File: config.mk
export PLATFORM = sky130hd
export DESIGN_NAME = mig_tt_evaluator
export DESIGN_NICKNAME = d
export VERILOG_FILES = /design/src/rtl/mig_tt_evaluator.sv
export SDC_FILE = /design/constraint.sdc
export NUM_CORES = 1
export LEC_CHECK = 0
export ABC_AREA = 0
export CORE_UTILIZATION = 42
export CTS_CLUSTER_DIAMETER = 80
export DETAILED_ROUTE_END_ITERATION = 8
export DONT_BUFFER_PORTS = 1
export SYNTH_ARGS = -nofsm -noshare
export SYNTH_HDL_FRONTEND = slang
export SYNTH_SLANG_ARGS = --single-unit
File: constraint.sdc
create_clock -name clk -period 6.2 [get_ports clk]
set_clock_uncertainty 0.1 [all_clocks]
set_input_delay 1.55 -clock clk [delete_from_list [all_inputs] [get_ports clk]]
set_output_delay 1.55 -clock clk [all_outputs]
set_load 0.05 [all_outputs]
File: src/rtl/mig_tt_evaluator.sv
// mig_tt_evaluator: bit-parallel evaluation of a streamed 4-input MIG netlist into a 16-bit truth table
module mig_tt_evaluator #(
  parameter int MAX_GATES = 8,
  parameter int SEL_W = 4
) (
  input  logic             clk,
  input  logic             rst,
  input  logic             in_valid,
  output logic             in_ready,
  input  logic             in_last,
  input  logic [SEL_W-1:0] in_sel_a,
  input  logic [SEL_W-1:0] in_sel_b,
  input  logic [SEL_W-1:0] in_sel_c,
  input  logic             in_inv_a,
  input  logic             in_inv_b,
  input  logic             in_inv_c,
  output logic             out_valid,
  input  logic             out_ready,
  output logic [15:0]      out_tt,
  output logic             out_err
);
  localparam int CW = $clog2(MAX_GATES + 1);
  localparam int GW = (MAX_GATES > 1) ? $clog2(MAX_GATES) : 1;
  localparam int NN = 2 ** SEL_W;
  typedef enum logic {LOAD, DONE} state_t;
  generate
    if (NN < 5 + MAX_GATES) begin : g_sel_check
      $error("SEL_W too narrow for MAX_GATES");
    end
  endgenerate
  state_t state, state_nx;
  logic [CW-1:0] gcnt;
  logic err, acc, full, bad_a, bad_b, bad_c, new_err, err_nx, gate_wr;
  logic [15:0] gates [MAX_GATES];
  logic [15:0] nodes [NN];
  logic [15:0] opa, opb, opc;
  // node table: constant, the four input literals, then the gate register file
  always_comb begin
    for (int i = 0; i < NN; i++) nodes[i] = 16'h0000;
    nodes[1] = 16'hAAAA;
    nodes[2] = 16'hCCCC;
    nodes[3] = 16'hF0F0;
    nodes[4] = 16'hFF00;
    for (int k = 0; k < MAX_GATES; k++) nodes[k + 5] = gates[k];
  end
  // operand fetch, legality checks and next-state decode
  always_comb begin
    opa = nodes[in_sel_a] ^ {16{in_inv_a}};
    opb = nodes[in_sel_b] ^ {16{in_inv_b}};
    opc = nodes[in_sel_c] ^ {16{in_inv_c}};
    acc = in_valid && state == LOAD;
    full = gcnt == CW'(MAX_GATES);
    bad_a = 32'(in_sel_a) >= 32'(gcnt) + 32'd5;
    bad_b = 32'(in_sel_b) >= 32'(gcnt) + 32'd5;
    bad_c = 32'(in_sel_c) >= 32'(gcnt) + 32'd5;
    new_err = acc && (bad_a || (!in_last && (bad_b || bad_c || full)));
    err_nx = err || new_err;
    gate_wr = acc && !in_last && !full;
    state_nx = state;
    if (acc && in_last) state_nx = DONE;
    else if (state == DONE && out_ready) state_nx = LOAD;
  end
  assign in_ready = state == LOAD;
  assign out_valid = state == DONE;
  // control state, gate counter, sticky error and result registers
  always_ff @(posedge clk or posedge rst) begin
    if (rst) begin
      state <= LOAD;
      gcnt <= '0;
      err <= 1'b0;
      out_tt <= 16'h0000;
      out_err <= 1'b0;
    end else begin
      state <= state_nx;
      if (acc && in_last) begin
        out_tt <= err_nx ? 16'h0000 : opa;
        out_err <= err_nx;
        err <= err_nx;
      end else if (state == DONE && out_ready) begin
        gcnt <= '0;
        err <= 1'b0;
      end else begin
        err <= err_nx;
        if (gate_wr) gcnt <= gcnt + 1'b1;
      end
    end
  end
  // gate evaluation: one bitwise majority per accepted gate beat
  always_ff @(posedge clk) begin
    if (gate_wr) gates[gcnt[GW-1:0]] <= (opa & opb) | (opa & opc) | (opb & opc);
  end
endmodule

# Yosys cells after proc, flatten, opt, wreduce, memory -nomap -nowiden
# Memory sizes are Yosys's and may differ from the RTL's.
# Index checks and enable logic that the tools add are counted.
dict set report word_totals {
  out_inout_bits 19
  ff_bits 23
  wordCells 62
  n_memories 1
  ramBits 128
  input_bits 20
}
# memory words word_bits rd rd_ports_with_merged_regs wr line
set memory_table {}
lappend memory_table {gates 8 16 8 0 1 34} ;# logic [15:0] gates [MAX_GATES];
dict set report classes {
  bitwise_logic 13
  mux 18
  n_lt_le_gt_ge 6
  eq_ne 1
  addsub 2
  n_reduce_logical 16
}
# cell n
set op_table {}
lappend op_table {{$bmux W16 S4} 3}
lappend op_table {{$mux W16} 7}
lappend op_table {{$ge A4 B32 Y1} 2}
lappend op_table {{$and A16 B16 Y16} 3}
lappend op_table {{$xor A16 B16 Y16} 3}
lappend op_table {{$or A16 B16 Y16} 2}
lappend op_table {{$ge A5 B5 Y1 const B} 3}
lappend op_table {{$not A4 Y5} 3}
lappend op_table {{$mux W4} 2}
lappend op_table {{$logic_and A1 B1 Y1} 7}
lappend op_table {{$mux W1} 6}
lappend op_table {{$add A4 B3 Y5 const B} 1}
lappend op_table {{$ge A4 B5 Y1} 1}
lappend op_table {{$add A4 B1 Y4 const B} 1}
lappend op_table {{$eq A4 B4 Y1 const B} 1}
lappend op_table {{$logic_or A1 B1 Y1} 4}
lappend op_table {{$reduce_bool A2 Y1} 2}
lappend op_table {{$logic_not A1 Y1} 2}
lappend op_table {{$not A1 Y1} 2}
lappend op_table {{$reduce_and A2 Y1} 1}

# Logic depth before layout (Yosys ltp)
# Gate-level depths: netlist of run 1.
dict set report logic_depth {
  depth_word 10
  ltp_mapped 11
}

# Least setup slack after synthesis of run 1
# No wires, ideal clock.
dict set report synth_timing {
  kind {input-to-reg}
  from {input in_valid}
  to {memory gates[0][0] (enable)}
  n_path_buf 1
  slack_ns 1.736
  arrival_ns 3.933
  setup_ns 0.430
  stages 5
  path_cell_list {nor2b_1 > nor2b_1 > o21ai_0 > clkbuf_1 > nor4_1}
}
dict set report synth_between {
  elab_chain_len 5
}
# element line
set synth_lines {}
lappend synth_lines {{start: declaration} 8} ;# input logic in_valid,
lappend synth_lines {{$logic_and A1 B1 Y1} 51} ;# acc = in_valid && state == LOAD;
lappend synth_lines {{$logic_and A1 B1 Y1 (2 in series)} 58} ;# gate_wr = acc && !in_last && !full;
lappend synth_lines {{$mux W1} 90} ;# if (gate_wr) gates[gcnt[GW-1:0]] <= (opa & opb) | (opa & opc) | (opb & opc);
lappend synth_lines {{$mux W1 (not written as such)} 90}
lappend synth_lines {{end: declaration} 34}
# No other way between the ends.

# Worst setup path in the final report of run 1
dict set report layout_timing {
  from {input in_valid}
  to {memory gates[6][4] (enable)}
}
# The elaborated chain is that of the path after synthesis.

==> out/qor.json, run 1 <==
{
  "route": {
    "vias_per_cell": 6.305,
    "route.detailed.drc": 0,
    "detailroute.via_count": 7137,
    "postRouteAntennaNets": 0,
    "post_drt_wl_per_cell_um": 26.93,
    "detail_route.wirelength_mm": 30.49,
    "drt_iter0_markers": 876,
    "drt_pass1_iterations": 6
  },
  "yosys": {
    "number_of_flops_mapped_to_enable_cells_by_yosys": 128,
    "synthDistinctLibCells": 69,
    "synth_top_cells_by_area": "edfxtp_1, mux2i_1, dfrtp_1, xnor2_1, ha_1",
    "synth.ff_latch_count": 151,
    "ys_async_sr_fraction": 0.1523,
    "synth_seq_area_share": 0.4478,
    "ys.flop_type": "edfxtp_1",
    "netlist.top_cell.by_area": "edfxtp_1",
    "synth.avg_cell_area_um2": 11.76,
    "syn-cell-area_um2": 9868,
    "net_count_after_synthesis": 882,
    "synth_top_area_frac": 0.3895,
    "post_synthesis_cell_count": 839,
    "yosysWarnings": 0
  },
  "finish": {
    "highest_count_cells_in_the_layout_ignoring_fill_and_taps": "edfxtp_1, mux2i_1, a21oi_1, nand2_1, xnor2_1",
    "layout.nets": 848,
    "final_cell_count_no_fill": 1132,
    "final_layout_size_suffix_gt1_frac": 0.1516,
    "filler_cell_count": 2086,
    "mostFrequentLayoutCell": "edfxtp_1",
    "final_util": 0.4605,
    "flow.area_growth_from_synthesis_pct": 6.606,
    "fin_area_um2": 10520
  },
  "clocking": {
    "cts-htree-levels": 4,
    "cts.clk_slew.worst_paths_ns": 0.06,
    "cell_chosen_for_the_clock_root": "clkbuf_16",
    "tritoncts": "built",
    "post_cts_buffers": 0,
    "cts-root-to-sink-buffers": 2,
    "clkLatencyLatePin_ns": 0.43,
    "cts_hold_repair.buffers": 0,
    "cts_made_buffers": 17,
    "post_cts_resized": 0,
    "cts_num_sinks": 151
  },
  "floorplanning": {
    "x_dimension_of_the_die_um": 155.3,
    "start_util": 0.4319,
    "die_h_um": 155.3,
    "io_pins": 39,
    "floorplan.rows": 55,
    "die-area_um2": 24110,
    "core_region_area_um2": 22850
  },
  "grt": {
    "grt_max_degree": 57,
    "busiest_layer": "met2",
    "grt_pass1_vias": 7043,
    "globalRouteMet3Util": 0.08217,
    "groute.layer.met1.usage": 0.3451,
    "track_usage": 0.2590,
    "grt_first_pass_wirelength_mm": 45.15,
    "grt.overflow.total": 0,
    "number_of_antenna_violations_at_the_first_check_in_global_routing": 2,
    "global_route.usage.met2": 0.3932
  },
  "pwr": {
    "power_frac_clock": 0.341,
    "power_per_cell_area_nw_per_um2": 278.5,
    "power_switching_share": 0.3102,
    "p_switching_mw": 0.9088,
    "comb_power_share": 0.185,
    "static-leakage-power_nw": 3.721,
    "seq_power_share": 0.474,
    "vdd_drop_max_mv": 0.1508,
    "internal-power_mw": 2.021
  },
  "sta": {
    "layout_worst_path_cycle_share": 0.5829,
    "transition_time_at_the_pin_with_the_least_slew_margin_ns": 1.207,
    "tns_ns": 0,
    "rsz_0062_raised_after_global_routing": "no",
    "timing.slew.headroom": 0.1954,
    "setup_violations": 0,
    "hold_vio_cnt_final": 0,
    "fin_worst_hold_slack_ns": 0.5120,
    "fmaxAchievable_mhz": 276.7,
    "drv_slew": 0,
    "fin_crit_ns": 3.614
  },
  "placement": {
    "placed_cells": 1099,
    "dp_hpwl_mm": 19.41,
    "portBuffers": 0,
    "dpl_cell_area_um2": 9962,
    "gpl.final_weighted_congestion": 0.9046
  },
  "critical_path": {
    "critical_path.endpoint_type": "register",
    "crit_arrival_ns": 3.56,
    "timing.reg2reg.setup_slack_ns": 3.03,
    "path_class": "input pin to register",
    "cp_slowest_cell": "and3_1",
    "worst-path-max-fanout": 16,
    "critical_path.cell_chain": "nor2b_1 > nor2b_1 > o21ai_0 > buf_4 > nor2_1 > and3_1",
    "critical_path.most_common_cell": "nor2b_1",
    "critical_path_required_ns": 6.14,
    "startpoint_type": "input pin",
    "cpPeakStageDelay_ns": 0.98
  },
  "run_status": {
    "run_status": "completed"
  },
  "run": {
    "max_cap_violations": 0
  },
  "min_path": {
    "hold_path_class": "register to register"
  }
}
[per-stage QoR]
| step | total power [mW] | setup slack, ns |
|---|---|---|
| after detailed placement | 1.947 | 2.105 |
| after global placement | 1.940 | 2.176 |
| after CTS | 2.928 | 2.554 |
| final | 2.930 | 2.586 |
| after global routing | 3.036 | 2.355 |
| after floorplan | 1.848 | 1.736 |
[cell type report]
class / count / area (µm²) / area share
Antenna cell: 1 / 2.502 / 0.0002379
Clock buffer: 23 / 478.0 / 0.04543
Clock inverter: 9 / 77.57 / 0.007374
Inverter: 16 / 60.06 / 0.005709
Multi-Input combinational cell: 608 / 5009 / 0.4761
Sequential cell: 151 / 4419 / 0.4201
Tap cell: 313 / 391.6 / 0.03723
Timing Repair Buffer: 11 / 82.58 / 0.007850
[Yosys cell counts (all sizes together), types with 22 or more instances]
| cell | count |
|---|---|
| nor2 | 32 |
| clkbuf | 22 |
| xnor2 | 41 |
| edfxtp | 128 |
| dfrtp | 23 |
| o21ai | 36 |
| ha | 23 |
| xor2 | 25 |
| mux2i | 78 |
| nand2 | 48 |
| a21oi | 50 |
| mux2 | 31 |
| buf | 42 |
[final timing paths]
path	to	startpoint	depth (start not counted)
min in group asynchronous	gcnt[3]	rst	1
max in group asynchronous	out_tt[10]	rst	1
worst max register to register	gates[6][4]	out_valid	6
worst max-delay path	gates[6][4]	in_valid	6
worst min-delay path	gcnt[3]	gcnt[3]	2
worst min register to register	gcnt[3]	gcnt[3]	2
[logic make-up after synthesis]
kind of cell,Yosys count,share of synthesized area
AO/OA/AOI/OAI,223,0.1727
XOR/XNOR,66,0.05858
adder cells (fa/ha/maj),39,0.04704
buffers and inverters,80,0.04717
flip-flops,151,0.4478
multiplexers,121,0.1438
AND/OR/NAND/NOR,159,0.08292
[worst max-delay path, delay by kind of cell]
family	cells	cell delay (ns)
simple gates	4	1.66
compound gates	1	0.14
buf+inv	1	0.20
[metal layers]
layer / vias to the layer above / wire (µm)
met5: - / 0
met4: 0 / 967
met3: 70 / 2960
met2: 347 / 13470
met1: 3542 / 13090
li1: 3178 / -
[registers in the layout, indices dropped and copies added, names as in the netlist]
name and cells:
gates 128, out_tt 16, gcnt 4, err 1, out_err 1, out_valid 1
[power groups by stage]
stage | sequential (mW) | combinational [mW] | clock (mW)
finish | 1.39 | 0.541 | 0.999
global route | 1.40 | 0.599 | 1.04
CTS | 1.39 | 0.538 | 1.00
detailed placement | 1.41 | 0.535 | 0
global placement | 1.41 | 0.531 | 0
floorplan | 1.39 | 0.462 | 0
Power figures use the tool's default switching activity.
==> run 2, diff against run 1 <==
clock period = 2.95 ns   (was 6.2 ns; I/O delays follow)
==> run 2 against run 1 <==
Compared with the run above: total power rose by 130%; final cell count rose by 2.8%; critical path type is now register to register; sequential share of layout area fell by 1.7 points; count of clock-buffer cells in the layout fell by 5; flip-flop and latch count did not move; worst setup slack got worse by 2.1 ns; die area did not move; final area rose by 4.2%; largest power group unchanged; worst hold slack got worse by 0.25 ns; wire length rose by 1.3%; sequential power rose by 110%; non-clock buffer count rose by 33.
==> out/qor.json, run 2 (synthesis results as in run 1) <==
{
  "run_status": {
    "run_status": "completed"
  },
  "clocking": {
    "cts-root-to-sink-buffers": 2,
    "cts_num_sinks": 151,
    "cts.clk_slew.worst_paths_ns": 0.06,
    "cts_made_buffers": 17,
    "cell_chosen_for_the_clock_root": "clkbuf_16",
    "tritoncts": "built",
    "cts-htree-levels": 4,
    "clkLatencyLatePin_ns": 0.44
  },
  "grt": {
    "grt_first_pass_wirelength_mm": 46.31,
    "grt_max_degree": 57,
    "number_of_antenna_violations_at_the_first_check_in_global_routing": 1,
    "grt_pass1_vias": 7144,
    "track_usage": 0.2648,
    "grt.overflow.total": 0
  },
  "sta": {
    "tns_ns": 0,
    "fmaxAchievable_mhz": 398.3,
    "transition_time_at_the_pin_with_the_least_slew_margin_ns": 0.9211,
    "rsz_0062_raised_after_global_routing": "no",
    "layout_worst_path_cycle_share": 0.8511,
    "fin_worst_hold_slack_ns": 0.2587,
    "fin_crit_ns": 2.511,
    "drv_slew": 0,
    "setup_violations": 0,
    "hold_vio_cnt_final": 0,
    "timing.slew.headroom": 0.3847
  },
  "placement": {
    "portBuffers": 0,
    "gpl.final_weighted_congestion": 0.9116,
    "dp_hpwl_mm": 19.81,
    "placed_cells": 1132
  },
  "floorplanning": {
    "die-area_um2": 24110,
    "start_util": 0.4319,
    "floorplan.rows": 55,
    "io_pins": 39,
    "x_dimension_of_the_die_um": 155.3,
    "die_h_um": 155.3,
    "core_region_area_um2": 22850
  },
  "critical_path": {
    "startpoint_type": "register",
    "worst-path-max-fanout": 17,
    "critical_path.endpoint_type": "register",
    "crit_arrival_ns": 2.74,
    "critical_path_required_ns": 3.18,
    "path_class": "register to register"
  },
  "finish": {
    "final_layout_size_suffix_gt1_frac": 0.1847,
    "largest_register_ffs": 128,
    "highest_count_cells_in_the_layout_ignoring_fill_and_taps": "edfxtp_1, mux2i_1, a21oi_1, nand2_1, buf_4",
    "mostFrequentLayoutCell": "edfxtp_1",
    "final_util": 0.4798,
    "layout.nets": 881,
    "flow.area_growth_from_synthesis_pct": 11.09,
    "filler_cell_count": 2079,
    "final_cell_count_no_fill": 1164
  },
  "run": {
    "max_cap_violations": 0
  },
  "route": {
    "postRouteAntennaNets": 0,
    "vias_per_cell": 6.233,
    "drt_pass1_iterations": 5,
    "route.detailed.drc": 0,
    "detail_route.wirelength_mm": 30.88,
    "drt_iter0_markers": 963,
    "post_drt_wl_per_cell_um": 26.53,
    "detailroute.via_count": 7255
  },
  "min_path": {
    "hold_path_class": "input pin to asynchronous set/reset pin"
  },
  "pwr": {
    "static-leakage-power_nw": 3.955,
    "fin_total_pwr_mw": 6.724,
    "vdd_drop_max_mv": 0.4226,
    "power_per_cell_area_nw_per_um2": 613.3
  }
}
## run 2: cell count changes in the layout (fill, tap and decap cells not counted), sizes merged
cell / before / now
buf: 11 / 44
clkinvlp: 2 / 0
bufinv: 1 / 7
clkbuf: 23 / 18
## run 2: worst paths after layout
path	startpoint	end	slack [ns]	cells past startpoint
max	gcnt[0]	out_tt[15]	0.44	9
min	rst	gcnt[1]	0.26	1
max reg2reg	gcnt[0]	out_tt[15]	0.44	9
min reg2reg	gcnt[0]	gcnt[0]	0.45	1
max in group asynchronous	rst	out_tt[9]	1.96	1
min in group clk	out_ready	gcnt[3]	0.28	1
## run 2: power breakdown
part,leakage [nW],switching [mW],internal [mW]
combinational,2.17,0.740,0.533
sequential,1.46,0.326,2.57
clock,0.329,0.893,1.67
total,3.96,1.96,4.76
## run 2: layout make-up
| class | count | area (µm²) | area share |
|---|---|---|---|
| antenna | 1 | 2.502 | 0.0002283 |
| multi-input combinational | 608 | 5052 | 0.4609 |
| inverter | 16 | 60.06 | 0.005478 |
| clock buffer | 18 | 429.2 | 0.03915 |
| clock inverter | 13 | 252.7 | 0.02305 |
| sequential | 151 | 4419 | 0.4031 |
| timing repair buffer | 44 | 355.3 | 0.03241 |
| tap | 313 | 391.6 | 0.03572 |
## run 2: repair_timing
action                     4_1_cts  5_1_grt
setup endpoints to repair        0        1
gates resized for setup          0        1
hold buffers                     0        0
buffers inserted                 0        0
## run 2: critical path, stage by stage (launching register included)
cell and delay, ns:
dfrtp_1 0.41, inv_1 0.08, ha_1 0.28, inv_1 0.08, ha_1 0.29, a211o_1 0.15
a21oi_1 0.10, o31ai_4 0.55, nor2_1 0.14, a22o_1 0.22
## run 2: through the flow
step                setup slack (ns)  cell area, µm²
floorplan                   -0.06505            9893
finish                        0.4392           10960
CTS                          0.07450           10950
global placement             0.06346           10270
detailed placement         -0.006857           10270
global route                  0.2169           10960
## run 2: layer usage
layer	routed length, µm	global-route usage
met5	0	0
met4	926	0.1036
met3	3459	0.06992
met2	13540	0.3985
met1	12950	0.3632
==> run 3, diff against run 2 <==
CORE_UTILIZATION = 40   (was 42)
==> run 3 against run 2 <==
Compared with the run above: count of clock-buffer cells in the layout unchanged; clock power down 24%; utilization down 3.3 points; wire length up 0.56%; final cell count up 1.3%; worst setup slack worse by 0.038 ns.
==> out/qor.json, run 3 (synthesis results as in run 1) <==
{
  "run_status": {
    "run_status": "completed"
  },
  "floorplanning": {
    "start_util": 0.4070,
    "core_region_area_um2": 24250,
    "die-area_um2": 25300,
    "x_dimension_of_the_die_um": 159.1,
    "floorplan.rows": 57,
    "die_h_um": 159.1,
    "io_pins": 39
  },
  "critical_path": {
    "cp_slowest_cell": "nor2b_1",
    "startpoint_type": "input pin",
    "critical_path.endpoint_type": "register",
    "critical-path-top-delay-family": "simple AND/OR/NAND/NOR gates",
    "worst-path-max-fanout": 34,
    "worstSetupPathDepth": 6,
    "critical_path.cell_chain": "nor2b_1 > a221oi_1 > nor3_1 > a211oi_1 > xnor2_1 > maj3_2",
    "ff2ff_path_depth": 9,
    "cpPeakStageDelay_ns": 0.80,
    "number_of_buffers_and_inverters_on_the_critical_path": 0,
    "path_class": "input pin to register",
    "critical_path_required_ns": 3.01,
    "crit_arrival_ns": 2.61
  },
  "route": {
    "detail_route.wirelength_mm": 31.05,
    "route.detailed.drc": 0,
    "detailroute.via_count": 7364,
    "post_drt_wl_per_cell_um": 26.34,
    "drt_iter0_markers": 933,
    "postRouteAntennaNets": 0,
    "vias_per_cell": 6.246,
    "drt_pass1_iterations": 5
  },
  "finish": {
    "filler_cell_count": 2249,
    "largest_register_ffs": 128,
    "final_util": 0.4473,
    "layout.nets": 884,
    "final_layout_size_suffix_gt1_frac": 0.1862,
    "highest_count_cells_in_the_layout_ignoring_fill_and_taps": "edfxtp_1, mux2i_1, a21oi_1, nand2_1, buf_4",
    "flow.area_growth_from_synthesis_pct": 9.902,
    "mostFrequentLayoutCell": "edfxtp_1"
  },
  "grt": {
    "grt_first_pass_wirelength_mm": 46.68,
    "grt.overflow.total": 0,
    "number_of_antenna_violations_at_the_first_check_in_global_routing": 1,
    "grt_max_degree": 57,
    "grt_pass1_vias": 7251,
    "track_usage": 0.2504
  },
  "pwr": {
    "static-leakage-power_nw": 3.869,
    "vdd_drop_max_mv": 0.3850,
    "power_per_cell_area_nw_per_um2": 562.2
  },
  "sta": {
    "transition_time_at_the_pin_with_the_least_slew_margin_ns": 1.040,
    "drv_slew": 0,
    "fmaxAchievable_mhz": 392.3,
    "timing.slew.headroom": 0.3054,
    "tns_ns": 0,
    "fin_worst_hold_slack_ns": 0.2687,
    "hold_vio_cnt_final": 0,
    "layout_worst_path_cycle_share": 0.8640,
    "fin_crit_ns": 2.549,
    "setup_violations": 0,
    "rsz_0062_raised_after_global_routing": "no"
  },
  "clocking": {
    "clkLatencyLatePin_ns": 0.43,
    "cts-root-to-sink-buffers": 2,
    "tritoncts": "built",
    "cts-htree-levels": 4,
    "cell_chosen_for_the_clock_root": "clkbuf_16",
    "cts_made_buffers": 17,
    "cts_num_sinks": 151,
    "cts.clk_slew.worst_paths_ns": 0.06
  },
  "run": {
    "max_cap_violations": 0
  },
  "placement": {
    "dp_hpwl_mm": 19.91,
    "portBuffers": 0,
    "gpl.final_weighted_congestion": 0.8913
  },
  "min_path": {
    "hold_path_class": "input pin to asynchronous set/reset pin"
  }
}
-- run 3: cell count changes in the layout (fill, tap and decap cells not counted), sizes merged --
cell      before  now
bufinv         7    0
clkinvlp       0    7
buf           44   47
inv           14   15
-- run 3: worst paths after layout --
| kind | slack, ns | end | start |
|---|---|---|---|
| worst max-delay path | 0.40 | gates[6][4] | in_sel_b[0] |
| worst min-delay path | 0.27 | gcnt[0] | rst |
| worst max register to register | 0.50 | out_tt[15] | gcnt[1] |
| worst min register to register | 0.49 | gcnt[1] | gcnt[1] |
| max in group asynchronous | 1.95 | out_tt[13] | rst |
| min in group clk | 0.28 | gcnt[3] | out_ready |
-- run 3: worst register-to-register path: stages, from the launching register on --
cell     delay (ns)
dfrtp_1        0.39
inv_1          0.07
ha_1           0.27
inv_1          0.07
ha_1           0.28
a211o_1        0.13
a21oi_1        0.09
o31ai_4        0.58
nor2_1         0.14
a22o_1         0.22
-- run 3: stage by stage --
step           area [µm²]  instances  setup WS (ns)  power [mW]
4_1_cts             10830       1178         0.1141       6.117
6_report            10850       1179         0.4012       6.097
3_3_place_gp        10320       1146        0.03747       4.176
3_5_place_dp        10320       1146     -0.0005023       4.187
2_1_floorplan        9893        839       -0.06505       3.894
5_1_grt             10840       1178         0.2286       6.350
-- run 3: area by class of cell --
class | count | area [µm²] | share of cell area
Antenna cell | 1 | 2.502 | 0.0002307
Clock buffer | 18 | 429.2 | 0.03957
Clock inverter | 14 | 86.33 | 0.007960
Inverter | 16 | 60.06 | 0.005538
Multi-Input combinational cell | 608 | 5052 | 0.4659
Sequential cell | 151 | 4419 | 0.4075
Tap cell | 324 | 405.4 | 0.03738
Timing Repair Buffer | 47 | 390.4 | 0.03599
-- run 3: metal layers --
metal | share of wire | vias to the layer above | track usage
met5 | 0 | - | 0
met4 | 0.042 | 0 | 0.1180
met3 | 0.098 | 88 | 0.05913
met2 | 0.44 | 414 | 0.3716
met1 | 0.42 | 3611 | 0.3450
li1 | - | 3251 | -
-- run 3: what timing repair did --
action,in CTS,in global routing
setup endpoints to repair,0,13
hold buffers,0,0
resized for setup,0,1
buffers inserted,0,0
-- run 3: report_power, final --
part	switching [mW]	internal [mW]	total (mW)
Clock	0.880	1.06	1.94
Combinational	0.736	0.535	1.27
Sequential	0.322	2.57	2.89
Total	1.94	4.16	6.10
